**config.mk**
```make
export PLATFORM = sky130hd
export DESIGN_NAME = mem_arbiter
export DESIGN_NICKNAME = d
export VERILOG_FILES = /design/src/rtl/mem_arbiter.sv
export SDC_FILE = /design/constraint.sdc
export NUM_CORES = 1
export LEC_CHECK = 0
export BUFFER_PORTS_ARGS = -buffer_cell sky130_fd_sc_hd__buf_4
export CAP_MARGIN = 0
export CORE_AREA = 2 2 72 101
export CTS_BUF_LIST = sky130_fd_sc_hd__clkbuf_8
export CTS_CLUSTER_SIZE = 30
export DETAILED_ROUTE_END_ITERATION = 10
export DIE_AREA = 0 0 74 103
export HOLD_SLACK_MARGIN = 0.05
export PLACE_DENSITY = 0.86
export SYNTH_ARGS = -nofsm -noshare
export SYNTH_HDL_FRONTEND = slang
export SYNTH_SLANG_ARGS = --single-unit
```
**constraint.sdc**
```tcl
create_clock -name clock -period 2.98 [get_ports clock]
set_input_delay 0.298 -clock clock [delete_from_list [all_inputs] [get_ports clock]]
set_output_delay 0.298 -clock clock [all_outputs]
set_load 0.05 [all_outputs]
```
**src/rtl/mem_arbiter.sv**
```systemverilog
`default_nettype none
// ============================================================================
// Module   : mem_arbiter
// Purpose  : Two-requester arbiter for a single-port synchronous RAM.
//            It uses a 3-cycle IDLE/ACCESS/DONE handshake per transaction.
//            Ties are resolved round-robin. When MEM_ARB_FIXED_PRIO_EN is
//            defined, requester A always wins a tie.
// Revision : 1.0 - initial release
// ============================================================================
module mem_arbiter #(
  parameter int ADDR_W = 16,
  parameter int DATA_W = 16
) (
  input  logic              clock,
  input  logic              reset,
  input  logic              reqA,
  input  logic              weA,
  input  logic [ADDR_W-1:0] addrA,
  input  logic [DATA_W-1:0] wdataA,
  output logic              ackA,
  output logic [DATA_W-1:0] rdataA,
  input  logic              reqB,
  input  logic              weB,
  input  logic [ADDR_W-1:0] addrB,
  input  logic [DATA_W-1:0] wdataB,
  output logic              ackB,
  output logic [DATA_W-1:0] rdataB,
  output logic [ADDR_W-1:0] memAddr,
  output logic [DATA_W-1:0] memWData,
  output logic              memWe,
  input  logic [DATA_W-1:0] memRData,
  output logic              busy,
  output logic              lastGrant
);

  typedef enum logic [1:0] {
    IDLE   = 2'd0,
    ACCESS = 2'd1,
    DONE   = 2'd2
  } state_t;

  state_t            state;
  logic              grant;      // 0 = A, 1 = B for the transaction in flight
  logic              grant_we;
  logic              last_grant;
  logic              ack_a_q;
  logic              ack_b_q;
  logic              mem_we_q;
  logic [ADDR_W-1:0] mem_addr_q;
  logic [DATA_W-1:0] mem_wdata_q;
  logic [DATA_W-1:0] rdata_a_q;
  logic [DATA_W-1:0] rdata_b_q;
  logic              next_grant;

  always_comb begin
    next_grant = last_grant;
    if (reqA && reqB) begin
`ifdef MEM_ARB_FIXED_PRIO_EN
      next_grant = 1'b0;
`else
      next_grant = ~last_grant;
`endif
    end else if (reqA) begin
      next_grant = 1'b0;
    end else if (reqB) begin
      next_grant = 1'b1;
    end
  end

  always_ff @(posedge clock or posedge reset) begin
    if (reset) begin
      state       <= IDLE;
      grant       <= 1'b0;
      grant_we    <= 1'b0;
      last_grant  <= 1'b1;
      ack_a_q     <= 1'b0;
      ack_b_q     <= 1'b0;
      mem_we_q    <= 1'b0;
      mem_addr_q  <= '0;
      mem_wdata_q <= '0;
      rdata_a_q   <= '0;
      rdata_b_q   <= '0;
    end else begin
      case (state)
        IDLE: begin
          if (reqA || reqB) begin
            state       <= ACCESS;
            grant       <= next_grant;
            last_grant  <= next_grant;
            grant_we    <= next_grant ? weB : weA;
            mem_we_q    <= next_grant ? weB : weA;
            mem_addr_q  <= next_grant ? addrB : addrA;
            mem_wdata_q <= next_grant ? wdataB : wdataA;
          end
        end
        ACCESS: begin
          state       <= DONE;
          mem_we_q    <= 1'b0;
          mem_addr_q  <= '0;
          mem_wdata_q <= '0;
          ack_a_q     <= ~grant;
          ack_b_q     <= grant;
        end
        DONE: begin
          state   <= IDLE;
          ack_a_q <= 1'b0;
          ack_b_q <= 1'b0;
          if (!grant_we) begin
            if (grant) rdata_b_q <= memRData;
            else       rdata_a_q <= memRData;
          end
        end
        default: begin
          state       <= IDLE;
          ack_a_q     <= 1'b0;
          ack_b_q     <= 1'b0;
          mem_we_q    <= 1'b0;
          mem_addr_q  <= '0;
          mem_wdata_q <= '0;
        end
      endcase
    end
  end

  // RAM data is forwarded during DONE and is then held by the per-requester register.
  assign rdataA    = (state == DONE && !grant && !grant_we) ? memRData : rdata_a_q;
  assign rdataB    = (state == DONE &&  grant && !grant_we) ? memRData : rdata_b_q;
  assign ackA      = ack_a_q;
  assign ackB      = ack_b_q;
  assign memWe     = mem_we_q;
  assign memAddr   = mem_addr_q;
  assign memWData  = mem_wdata_q;
  assign busy      = (state != IDLE);
  assign lastGrant = last_grant;

endmodule
`default_nettype wire

```
**Word-level counts from Yosys, hierarchy flattened**

Index checks and enable logic that the tools add are counted.

- Bits in registers: 72
- Input bits: 86
- Output and inout bits: 69
- Logic and storage cells: 50

- Equality and inequality tests: 3
- Mux-type cells: 18
- Bitwise gates (word level): 4
- Reduce and logical (&&, ||, !) cells: 14

Operator list:

| cell | number |
|---|---|
| 2-to-1 mux 16 bit | 6 |
| case mux 16 bit (2 select lines) | 2 |
| case mux 1 bit (2 select lines) | 3 |
| AND reduction 3 bit | 2 |
| logical AND 1 bit | 5 |
| 2-to-1 mux 1 bit | 5 |
| inverter 1 bit | 4 |
| case mux 2 bit (2 select lines) | 1 |
| AND reduction 2 bit | 2 |
| == test 2 x 1 -> 1 bit, second input constant | 1 |
| == test 2 bit, second input constant | 1 |
| logical NOT 1 bit | 2 |
| logical NOT 2 bit | 1 |
| 2-to-1 mux 2 bit | 1 |
| inequality test 2 bit, second input constant | 1 |
| nonzero test 2 bit | 1 |
| logical OR 1 bit | 1 |

**Longest topological paths before layout**

- Word-level depth: 6
- Gate-level depth with buffers: 7

**Worst setup path before layout**

No wires, ideal clock.

- Path type: register to output
- Start point: register state[0]
- End point: output rdataB[15]
- Arrival time: 1620 ps
- Slack: 1062 ps
- Stages on the path, launching flop included: 5
- Buffers on the path: 2
- Cells stage by stage: dfrtp_1 -> buf_6 -> nor4b_4 -> buf_6 -> mux2_1

- Longest elaborated chain between the ends: 4

RTL lines:

| item | RTL line | RTL |
|---|---|---|
| start, declared | 42 | `state_t state;` |
| start signal, assigned | 72 | `state <= IDLE;` |
| start signal, assigned | 87 | `state <= ACCESS;` |
| start signal, assigned | 97 | `state <= DONE;` |
| == test 2 bit | 127 | `assign rdataB = (state == DONE && grant && !grant_we) ? memRData : rdata_b_q;` |
| logical AND 1 bit (2 in series) | 127 |  |
| 2-to-1 mux 16 bit | 127 |  |
| end, declared | 27 | `output logic [DATA_W-1:0] rdataB,` |

No other way between the ends.

**Worst setup path after layout**

- Start point: register state[0]
- End point: output rdataA[12]

- Longest elaborated chain between the ends: 4

RTL lines:

| item | RTL line | RTL |
|---|---|---|
| == test 2 bit | 126 | `assign rdataA = (state == DONE && !grant && !grant_we) ? memRData : rdata_a_q;` |
| logical AND 1 bit (2 in series) | 126 |  |
| 2-to-1 mux 16 bit | 126 |  |
| end, declared | 21 | `output logic [DATA_W-1:0] rdataA,` |

No other way between the ends.

==> reports/metrics.cfg <==
[run]
maxCapViolations = 0

[sta]
setup_viol = 0
max_slew_margin_pct = 19.87
max_freq_mhz = 411.2
tns_ns = 0
rsz0062_at_grt = false
finalHoldViolations = 0
fin_crit_ns = 2.432
period_share_pct = 81.61
finalMaxSlewViolations = 0
tightest_slew_ns = 1.202
fin_skew_ns = 0.008881

[yosys]
synth_xor_area_share_pct = 0
syn-instance-count = 243
syn_area_um2 = 3460
seq_area_frac_synth_pct = 52.12
avgSynthCellArea_um2 = 14.24
synthSimpleGateAreaFrac_pct = 2.785
synth_fa_ha_area_share_pct = 0
yosys_warnings = 0
synth_top_family_by_area = multiplexers
ys_seq_elements = 72
yosysUniqueCellTypes = 20
synthMuxAreaShare_pct = 31.25
synth-compound-area-share_pct = 8.969
syn_nets = 329

[global_routing]
grt_pass1_wl_um = 11750
globalRouteTotalUtil_pct = 20.17
grt_start_max_net_pins = 73
grt_overflow = 0
antenna_found_initial = 0
grt_pass1_vias = 2515

[route]
routed_via_density = 5.152
drtIter0Drc = 66
wl_per_cell_um = 15.23
drc_errors = 0
vias = 2545
firstDrtPassIters = 4
drt_wl_total_um = 7525
postRouteAntennaNets = 0

[clock_network]
cts-htree-levels = 3
cts_root_buffer = clkbuf_8
cts_tree = done
cts_max_path_buffers = 2
cts_resized = 0
post_cts_buffers = 0
hold_buffers = 0
clock_latency_ns = 0.32
clock_sinks = 72
path_clk_slew_ns = 0.07
cts_buffers = 9

[floorplanning]
initial_core_util_pct = 50.86
rows = 36
io_pins = 155
dieArea_um2 = 7622
fp.coreArea_um2 = 6802
die_w_um = 74
die_h_um = 103

[status]
status = complete, no violations

[finish]
drive_gt1_share_pct = 60.65
antenna_cells = 0
layout_common_cells = 158 x buf_4, 71 x dfrtp_1, 60 x mux2_2, 35 x mux2i_1, 32 x o2bb2ai_1
nNetsFinal = 481
multi_input_comb_area_um2 = 1503
n_fill_cell = 509
syn2layout_area_growth_pct = 39.67
final_common_cell = buf_4
ff_latch_area_um2 = 1803

[critical_path]
cp-end-kind = output port
cp_cell_sequence = nor4b_4 > buf_4 > mux2_2 > buf_4
max_stage_delay_ns = 0.50
cp_slowest_cell = dfrtp_1
crit_top_cell = buf_4
path_class = register to output port
required_ns = 2.68
arrival_ns = 2.13
critical_path.max_fanout = 32
startpoint_type = register

[min_path]
hp-class = primary input to register

[place]
io_buffers = 154
dp_hpwl_um = 5455
place_congestion = 0.7030

==> state kept, by name, summed over array words and instances (netlist names) <==
| name | cells |
|---|---|
| state | 2 |
| memAddr | 16 |
| memWData | 16 |
| ackA | 1 |
| rdata_b_q | 16 |
| rdata_a_q | 16 |
| memWe | 1 |
| ackB | 1 |
| grant | 1 |
| grant_we | 1 |
| lastGrant | 1 |
==> routing by layer <==
metal | routed length [um] | share of wire, % | global-route usage [%]
met1 | 3233 | 43 | 26.03
met5 | 0 | 0 | 0
met2 | 3625 | 48 | 32.49
met3 | 609 | 8.1 | 6.061
met4 | 57 | 0.76 | 6.573
==> logic make-up (layout without fill, tap and decap cells) <==
logic type,count (synthesis),count (layout)
muxes,100,100
buffers and inverters,22,178
AOI/OAI and AO/OA,36,36
and+or+nand+nor,13,13
DFF,72,72
==> cell type report <==
class                      count  share of cell area (%)
clock buffer                  10                   2.848
timing repair buffer         159                   24.96
clock inverter                 5                   1.010
multi-input combinational    149                   31.10
tap                           95                   2.460
sequential                    72                   37.31
inverter                       4                  0.3107
==> synth_stat cells, drive strengths merged <==
master   instances  area share [%]
dfrtp           71              51
mux2            64              21
mux2i           36              10
o2bb2ai         33             8.5
buf             15             4.1
nor2             7            0.76
inv              4            0.43
clkbuf           3            0.33
a21oi            2            0.29
nor4b            2             1.4
or2              2            0.36
dfstp            1            0.76
nand2            1            0.11
nor2b            1            0.18
o21ai            1            0.14
==> worst max-delay path: cells and delay by family (launching register included) <==
kind,cells,cell delay [ns]
buf+inv,2,0.59
flops,1,0.50
mux,1,0.39
simple gates,1,0.31
==> worst paths after layout <==
check                        startpoint  cells past startpoint  slack (ns)       endpoint
min in group asynchronous         reset                      3        0.26     memAddr[0]
max                            state[0]                      4        0.55     rdataA[12]
max reg2reg                    state[0]                      5        0.87          grant
min                        memRData[11]                      2        0.23  rdata_b_q[11]
max in group asynchronous         reset                      3        2.17          memWe
min reg2reg                  memAddr[1]                      1        0.49     memAddr[1]
==> per-stage QoR <==
stage                     std cells  hold WS [ns]  cell area, um2  setup slack, ns  utilization (%)
final                           494        0.2253            4832           0.5479            71.04
after global routing            494        0.2147            4832           0.4533            71.04
after CTS                       494        0.2129            4832           0.5196            71.04
after detailed placement        479        0.4750            4646           0.8455            68.30
after global placement          479        0.4731            4646           0.9099            68.30
after floorplan                 243        0.4327            3460           0.8587                -
Power is not shown: default switching activity piles up to over one toggle a cycle in this logic, so the estimate is an artifact.
